--- config.mk ---
export PLATFORM = sky130hd
export DESIGN_NAME = wb_port_arbiter
export DESIGN_NICKNAME = d
export VERILOG_FILES = /design/src/rtl/wb_port_arbiter.sv
export SDC_FILE = /design/constraint.sdc
export NUM_CORES = 1
export LEC_CHECK = 0
export CORE_ASPECT_RATIO = 2
export CORE_MARGIN = 3
export CORE_UTILIZATION = 55
export CTS_CLUSTER_SIZE = 24
export DETAILED_ROUTE_END_ITERATION = 10
export DONT_BUFFER_PORTS = 1
export HOLD_SLACK_MARGIN = 0.08
export PLACE_DENSITY = 0.76
export RECOVER_POWER = 100
export SLEW_MARGIN = 10
export SYNTH_ARGS = -nofsm -noshare
export SYNTH_HDL_FRONTEND = slang
export SYNTH_SLANG_ARGS = --single-unit
--- constraint.sdc ---
create_clock -name clk -period 2.45 [get_ports clk]
set_input_delay 0.6125 -clock clk [delete_from_list [all_inputs] [get_ports clk]]
set_output_delay 0.6125 -clock clk [all_outputs]
set_load 0.02 [all_outputs]
--- src/rtl/wb_port_arbiter.sv ---
// wb_port_arbiter
//   Shares the single register-file write port between the execute
//   writeback source and the load-return source. Load returns are buffered
//   in a circular queue. Execute is refused while loads are queued, but only
//   for up to MAX_WAIT consecutive cycles. The granted source is written
//   into registered rf_we / rf_waddr / rf_wdata.
//
//   Optional build macro: WB_BYPASS_EN
//     Defined   - a lone load (queue empty, no execute request) is granted
//                 directly and writes one cycle after acceptance.
//     Undefined - every load goes through the queue (two-cycle minimum).
//
// Ports
//   clk, rst_n          clock, async active-low reset
//   ex_valid/ex_ready   execute writeback handshake
//   ex_rd, ex_sel       destination, data select (00 ALU, 11 PC+4, else 0)
//   ex_alu, ex_pc4      execute data candidates
//   ld_valid/ld_ready   load-return handshake
//   ld_rd, ld_data      load destination and extended data
//   rf_we/waddr/wdata   registered register-file write port
//   lq_count            load-queue occupancy
module wb_port_arbiter #(
    parameter int LQ_DEPTH = 4,
    parameter int MAX_WAIT = 3
) (
    input  logic                          clk,
    input  logic                          rst_n,
    input  logic                          ex_valid,
    output logic                          ex_ready,
    input  logic [4:0]                    ex_rd,
    input  logic [1:0]                    ex_sel,
    input  logic [31:0]                   ex_alu,
    input  logic [31:0]                   ex_pc4,
    input  logic                          ld_valid,
    output logic                          ld_ready,
    input  logic [4:0]                    ld_rd,
    input  logic [31:0]                   ld_data,
    output logic                          rf_we,
    output logic [4:0]                    rf_waddr,
    output logic [31:0]                   rf_wdata,
    output logic [$clog2(LQ_DEPTH+1)-1:0] lq_count
);

    localparam int PW = $clog2(LQ_DEPTH);
    localparam int CW = $clog2(LQ_DEPTH + 1);
    localparam int WW = $clog2(MAX_WAIT + 1);

    logic [4:0]    lq_rd   [LQ_DEPTH];
    logic [31:0]   lq_data [LQ_DEPTH];
    logic [PW-1:0] wr_ptr;
    logic [PW-1:0] rd_ptr;
    logic [WW-1:0] wait_cnt;

    logic          ex_grant;
    logic          lq_grant;
    logic          byp_grant;
    logic          any_grant;
    logic          push;
    logic          pop;
    logic [31:0]   ex_wdata;
    logic [4:0]    g_rd;
    logic [31:0]   g_data;

    assign ld_ready = (lq_count < CW'(LQ_DEPTH));
    assign ex_ready = (lq_count == '0) || (wait_cnt == WW'(MAX_WAIT));

    assign ex_grant = ex_valid && ex_ready;
    assign lq_grant = !ex_grant && (lq_count != '0);

`ifdef WB_BYPASS_EN
    // Only possible with an empty queue and no execute request, so it never
    // competes with either of the other grants.
    assign byp_grant = (lq_count == '0) && ld_valid && !ex_valid;
`else
    assign byp_grant = 1'b0;
`endif

    assign any_grant = ex_grant || lq_grant || byp_grant;
    assign push      = ld_valid && ld_ready && !byp_grant;
    assign pop       = lq_grant;

    // Illegal selects write zero; the write itself still happens.
    always_comb begin
        ex_wdata = 32'h0;
        case (ex_sel)
            2'b00:   ex_wdata = ex_alu;
            2'b11:   ex_wdata = ex_pc4;
            default: ex_wdata = 32'h0;
        endcase
    end

    always_comb begin
        g_rd   = lq_rd[rd_ptr];
        g_data = lq_data[rd_ptr];
        if (ex_grant) begin
            g_rd   = ex_rd;
            g_data = ex_wdata;
        end else if (byp_grant) begin
            g_rd   = ld_rd;
            g_data = ld_data;
        end
    end

    // Queue storage needs no reset: the pointers and count define validity.
    always_ff @(posedge clk) begin
        if (push) begin
            lq_rd[wr_ptr]   <= ld_rd;
            lq_data[wr_ptr] <= ld_data;
        end
    end

    always_ff @(posedge clk or negedge rst_n) begin
        if (!rst_n) begin
            wr_ptr   <= '0;
            rd_ptr   <= '0;
            lq_count <= '0;
        end else begin
            if (push) begin
                wr_ptr <= (wr_ptr == PW'(LQ_DEPTH - 1)) ? '0 : wr_ptr + PW'(1);
            end
            if (pop) begin
                rd_ptr <= (rd_ptr == PW'(LQ_DEPTH - 1)) ? '0 : rd_ptr + PW'(1);
            end
            case ({push, pop})
                2'b10:   lq_count <= lq_count + CW'(1);
                2'b01:   lq_count <= lq_count - CW'(1);
                default: lq_count <= lq_count;
            endcase
        end
    end

    // Counts consecutive refused execute cycles; at MAX_WAIT execute wins.
    always_ff @(posedge clk or negedge rst_n) begin
        if (!rst_n) begin
            wait_cnt <= '0;
        end else if (!ex_valid || ex_grant) begin
            wait_cnt <= '0;
        end else if (wait_cnt != WW'(MAX_WAIT)) begin
            wait_cnt <= wait_cnt + WW'(1);
        end
    end

    // x0 writes still consume the grant but leave rf_we low.
    always_ff @(posedge clk or negedge rst_n) begin
        if (!rst_n) begin
            rf_we    <= 1'b0;
            rf_waddr <= 5'd0;
            rf_wdata <= 32'h0;
        end else if (any_grant) begin
            rf_we    <= (g_rd != 5'd0);
            rf_waddr <= g_rd;
            rf_wdata <= g_data;
        end else begin
            rf_we    <= 1'b0;
        end
    end

endmodule

==> run summary <==
The logs give 2.74 ns for the data required time at the worst endpoint and 619 uV for the peak supply drop. The combined buffer and inverter count along the critical path came out at 1. The detailed router's first-iteration violation count came out at 260. Summing the areas of all and, or, nand and nor instances in the mapped netlist gives 5.66% of the synthesized area. The post-synthesis share of cell area spent on full adders, half adders and majority gates is 1.65%, and the final setup violation count is 0.

In the layout the commonest cells are 148 x sky130_fd_sc_hd__edfxtp_1, 47 x sky130_fd_sc_hd__dfrtp_1, 38 x sky130_fd_sc_hd__a21oi_1. For this run, the post-layout net count is 615. Leaving out fill and tap cells, the most frequent cell in the layout is sky130_fd_sc_hd__edfxtp_1. On the worst path, the slowest cell contributes a delay of 0.69 ns. Via count of the first global-routing pass: 4588. The cell family contributing the most delay on the critical path is multiplexers.

For the worst slack at placement, the log shows 0.344 ns. Leaving out filler cells and counting taps, the final layout contains 695. No sink is reached through more buffers than the 2 on the longest clock path. The floorplan step defined a die boundary enclosing 16200 sq um. The port buffer count came out at 0. During synthesis, Yosys emitted a total of 0 warnings.

Along the worst path, the maximum fanout reaches 15. The most used flip-flop cell after synthesis is sky130_fd_sc_hd__edfxtp_1. The synthesized netlist occupies a cell area of 8020 sq um. Initial antenna violation count: 0. The kind of launch point of the worst setup path was a flip-flop. The insertion delay of the later-clocked pin in the worst-skew pair is 0.42 ns. For the total of max-cap violations, the log shows 0. The floorplan step set the die height to 177 microns. The synthesized design spends more area on one cell type than any other, namely sky130_fd_sc_hd__edfxtp_1.

The slowest stage of the critical path belongs to the cell sky130_fd_sc_hd__mux4_1. Dividing the synthesized area by the synthesized cell count gives 16.4 sq um. Counting flops and latches in the post-synthesis netlist gives 195.

After detailed routing, the number of vias per cell comes to 6.01. Including well taps, the total number of placed cells is 661. The logs give 0 for the total overflow reported by the global router and 610 for the net count of the mapped netlist.

The fraction of layout instances using a drive strength above 1 is 18.6%, and the count of inserted antenna diode cells is 0. Summed over all layers, the routed wires come to 16100 microns. The number of clock buffers inserted by TritonCTS came out at 17. Gates resized during post-CTS repair numbered 0. The first detailed-routing pass ran for 5 iterations. In this run the worst hold path is classified as input pin to flip-flop. The region available for standard cell placement spans 14100 sq um.

Largest net degree at the start of global routing: 66. Reported leakage power: 2.97 nW. The run gives 0.732 as the routability-driven placement congestion ratio.

After synthesis, the largest area contributor takes up 55.4% of total cell area. Distinct cell type count of the synthesized netlist: 33. Measured against its own limit, the worst slew margin works out to 15.2%.

Global routing used 20.8% of the available tracks across all layers. After detailed routing, the number of remaining DRC violations is 0. The floorplan has 61 rows. The post-synthesis async set-or-reset flop share is 24.1%. The tools report the type of element capturing the critical path as a flip-flop.

The time the worst path needs with I/O delays and setup was 2.18 ns. For the antenna violation net count after detailed routing, the log shows 0. The tools report the total I/O pin count as 155. In the post-route analysis, the smallest setup slack over all paths is 0.266 ns. Dividing the final minimum period by the clock period gives 89.1%.

The clock net in this run drives a total of 195 sinks. The power density over the cells was 1170 nW/um^2. The logs give 0.458 GHz for the highest attainable clock frequency and 2.48 ns for the worst endpoint data arrival time. The sequential share of the synthesized area is 70.1%, and the via count is 4180.

The run gives 0 as the count of pins over their slew limit. Clock transition at the registers of the reported paths: 0.07 ns. The cell count after synthesis was 488. Walking the worst path, the cells encountered are clkbuf_2 > mux4_1 > a21oi_1 > o21ai_0. Critical path class: flip-flop to flip-flop. At the pin with the least slew margin, the transition time is 1.27 ns. Dominant combinational cell family by area after synthesis: multiplexers. For the number of hold violations in the final report, the log shows 0. The x dimension of the die was 91.4 microns; the worst setup skew after layout was 0.0132 ns.

The first-pass GRT wire length was 24900 microns; the half-perimeter wire length of the detailed placement result was 10800 microns. Summing the areas of all compound-gate instances in the mapped netlist gives 7.83% of the synthesized area. The portion of synthesized area spent on multiplexers is 11.7%. In the final routed layout, each cell accounts on average for 23.2 microns. Accumulated negative setup slack: 0 ns.

Setup repair after global routing left no endpoint under its margin. The synthesized netlist devotes 0.328% of its cell area to XOR and XNOR gates. The synthesized design contains 148 enable-type register cells. The buffer type at the clock tree root is sky130_fd_sc_hd__clkbuf_16.

By area the synthesized netlist is led by sky130_fd_sc_hd__edfxtp_1 55%, sky130_fd_sc_hd__dfrtp_1 15%, sky130_fd_sc_hd__mux4_2 8.1%. The run finished with clean final reports. Once the floorplan was initialized, standard cells occupied 56.8% of the core.

Compared with the post-synthesis result, the final layout area differs by 9.50%. In this run the number of H-tree levels came out at 4. TritonCTS built the clock tree.
-- logic make-up after synthesis --
family          Yosys count
flops                   195
compound gates          107
simple gates             87
mux                      44
buf+inv                  42
fa+ha+maj                10
xor+xnor                  3
-- stage by stage --
| stage | instance area, sq um | power (mW) | hold WS [ns] | util (%) |
|---|---|---|---|---|
| floorplan | 8020 | 7.26 | 0.317 | - |
| global placement | 8270 | 7.79 | 0.318 | 58.6 |
| detailed placement | 8270 | 7.93 | 0.318 | 58.6 |
| CTS | 8860 | 10.5 | 0.263 | 62.8 |
| global route | 8780 | 10.8 | 0.260 | 62.2 |
| finish | 8780 | 10.3 | 0.286 | 62.2 |
-- routing by layer --
layer | global-route usage (%) | vias up | wire length, microns
met1 | 22.8 | 2095 | 5430
li1 | - | 1915 | -
met3 | 5.45 | 19 | 1020
met4 | 8.82 | 0 | 418
met2 | 37.7 | 151 | 9260
met5 | 0 | - | 0
-- power breakdown --
group          switching [mW]  total, mW  leakage, nW  internal, mW
Clock                    1.19       2.58        0.266          1.39
Sequential              0.922       5.26         1.90          4.34
Combinational            1.29       2.45        0.799          1.16
-- area by class of cell --
class                      instances  area (sq um)
clock buffer                      21           462
clock inverter                    11          93.8
fill                            1020          5340
inverter                          10          37.5
multi-input combinational        251          2190
sequential                       195          5620
tap                              189           236
timing repair buffer              18           145
-- cell usage after synthesis, types with 2 or more instances --
| master | instances |
|---|---|
| sky130_fd_sc_hd__a21oi_1 | 38 |
| sky130_fd_sc_hd__a22oi_1 | 32 |
| sky130_fd_sc_hd__and2_1 | 4 |
| sky130_fd_sc_hd__and3_1 | 2 |
| sky130_fd_sc_hd__buf_2 | 11 |
| sky130_fd_sc_hd__buf_4 | 2 |
| sky130_fd_sc_hd__buf_6 | 6 |
| sky130_fd_sc_hd__clkbuf_1 | 12 |
| sky130_fd_sc_hd__dfrtp_1 | 47 |
| sky130_fd_sc_hd__edfxtp_1 | 148 |
| sky130_fd_sc_hd__ha_1 | 9 |
| sky130_fd_sc_hd__inv_1 | 10 |
| sky130_fd_sc_hd__mux2_2 | 2 |
| sky130_fd_sc_hd__mux2i_1 | 5 |
| sky130_fd_sc_hd__mux4_1 | 8 |
| sky130_fd_sc_hd__mux4_2 | 29 |
| sky130_fd_sc_hd__nand2_1 | 35 |
| sky130_fd_sc_hd__nor2_1 | 9 |
| sky130_fd_sc_hd__nor3_1 | 22 |
| sky130_fd_sc_hd__nor3_2 | 10 |
| sky130_fd_sc_hd__o21ai_0 | 7 |
| sky130_fd_sc_hd__o21ai_1 | 28 |
| sky130_fd_sc_hd__xnor2_1 | 2 |
-- final timing paths --
check                                 start      endpoint  slack, ns  depth (start not counted)
worst max-delay path              rd_ptr[0]  rf_wdata[13]       0.27                          4
worst min register to register  wait_cnt[0]   wait_cnt[0]       0.43                          1
worst max register to register    rd_ptr[0]  rf_wdata[13]       0.27                          4
max in group asynchronous             rst_n   rf_wdata[0]       0.65                          2
min in group asynchronous             rst_n   rf_waddr[0]       1.01                          2
worst min-delay path               ld_rd[1]   lq_rd[3][1]       0.29                          0
-- state kept, by name, summed over array words and instances (netlist names) --
name and count:
lq_data 128, rf_wdata 32, lq_rd 20, rf_waddr 5, lq_count 3, rd_ptr 2, wait_cnt 2, wr_ptr 2
rf_we 1
-- timing repair --
item                                   CTS  global route
hold buffers                             2             0
buffers inserted                         0             0
endpoints found under the hold margin   47             0
(Power assumes the default switching activity.)
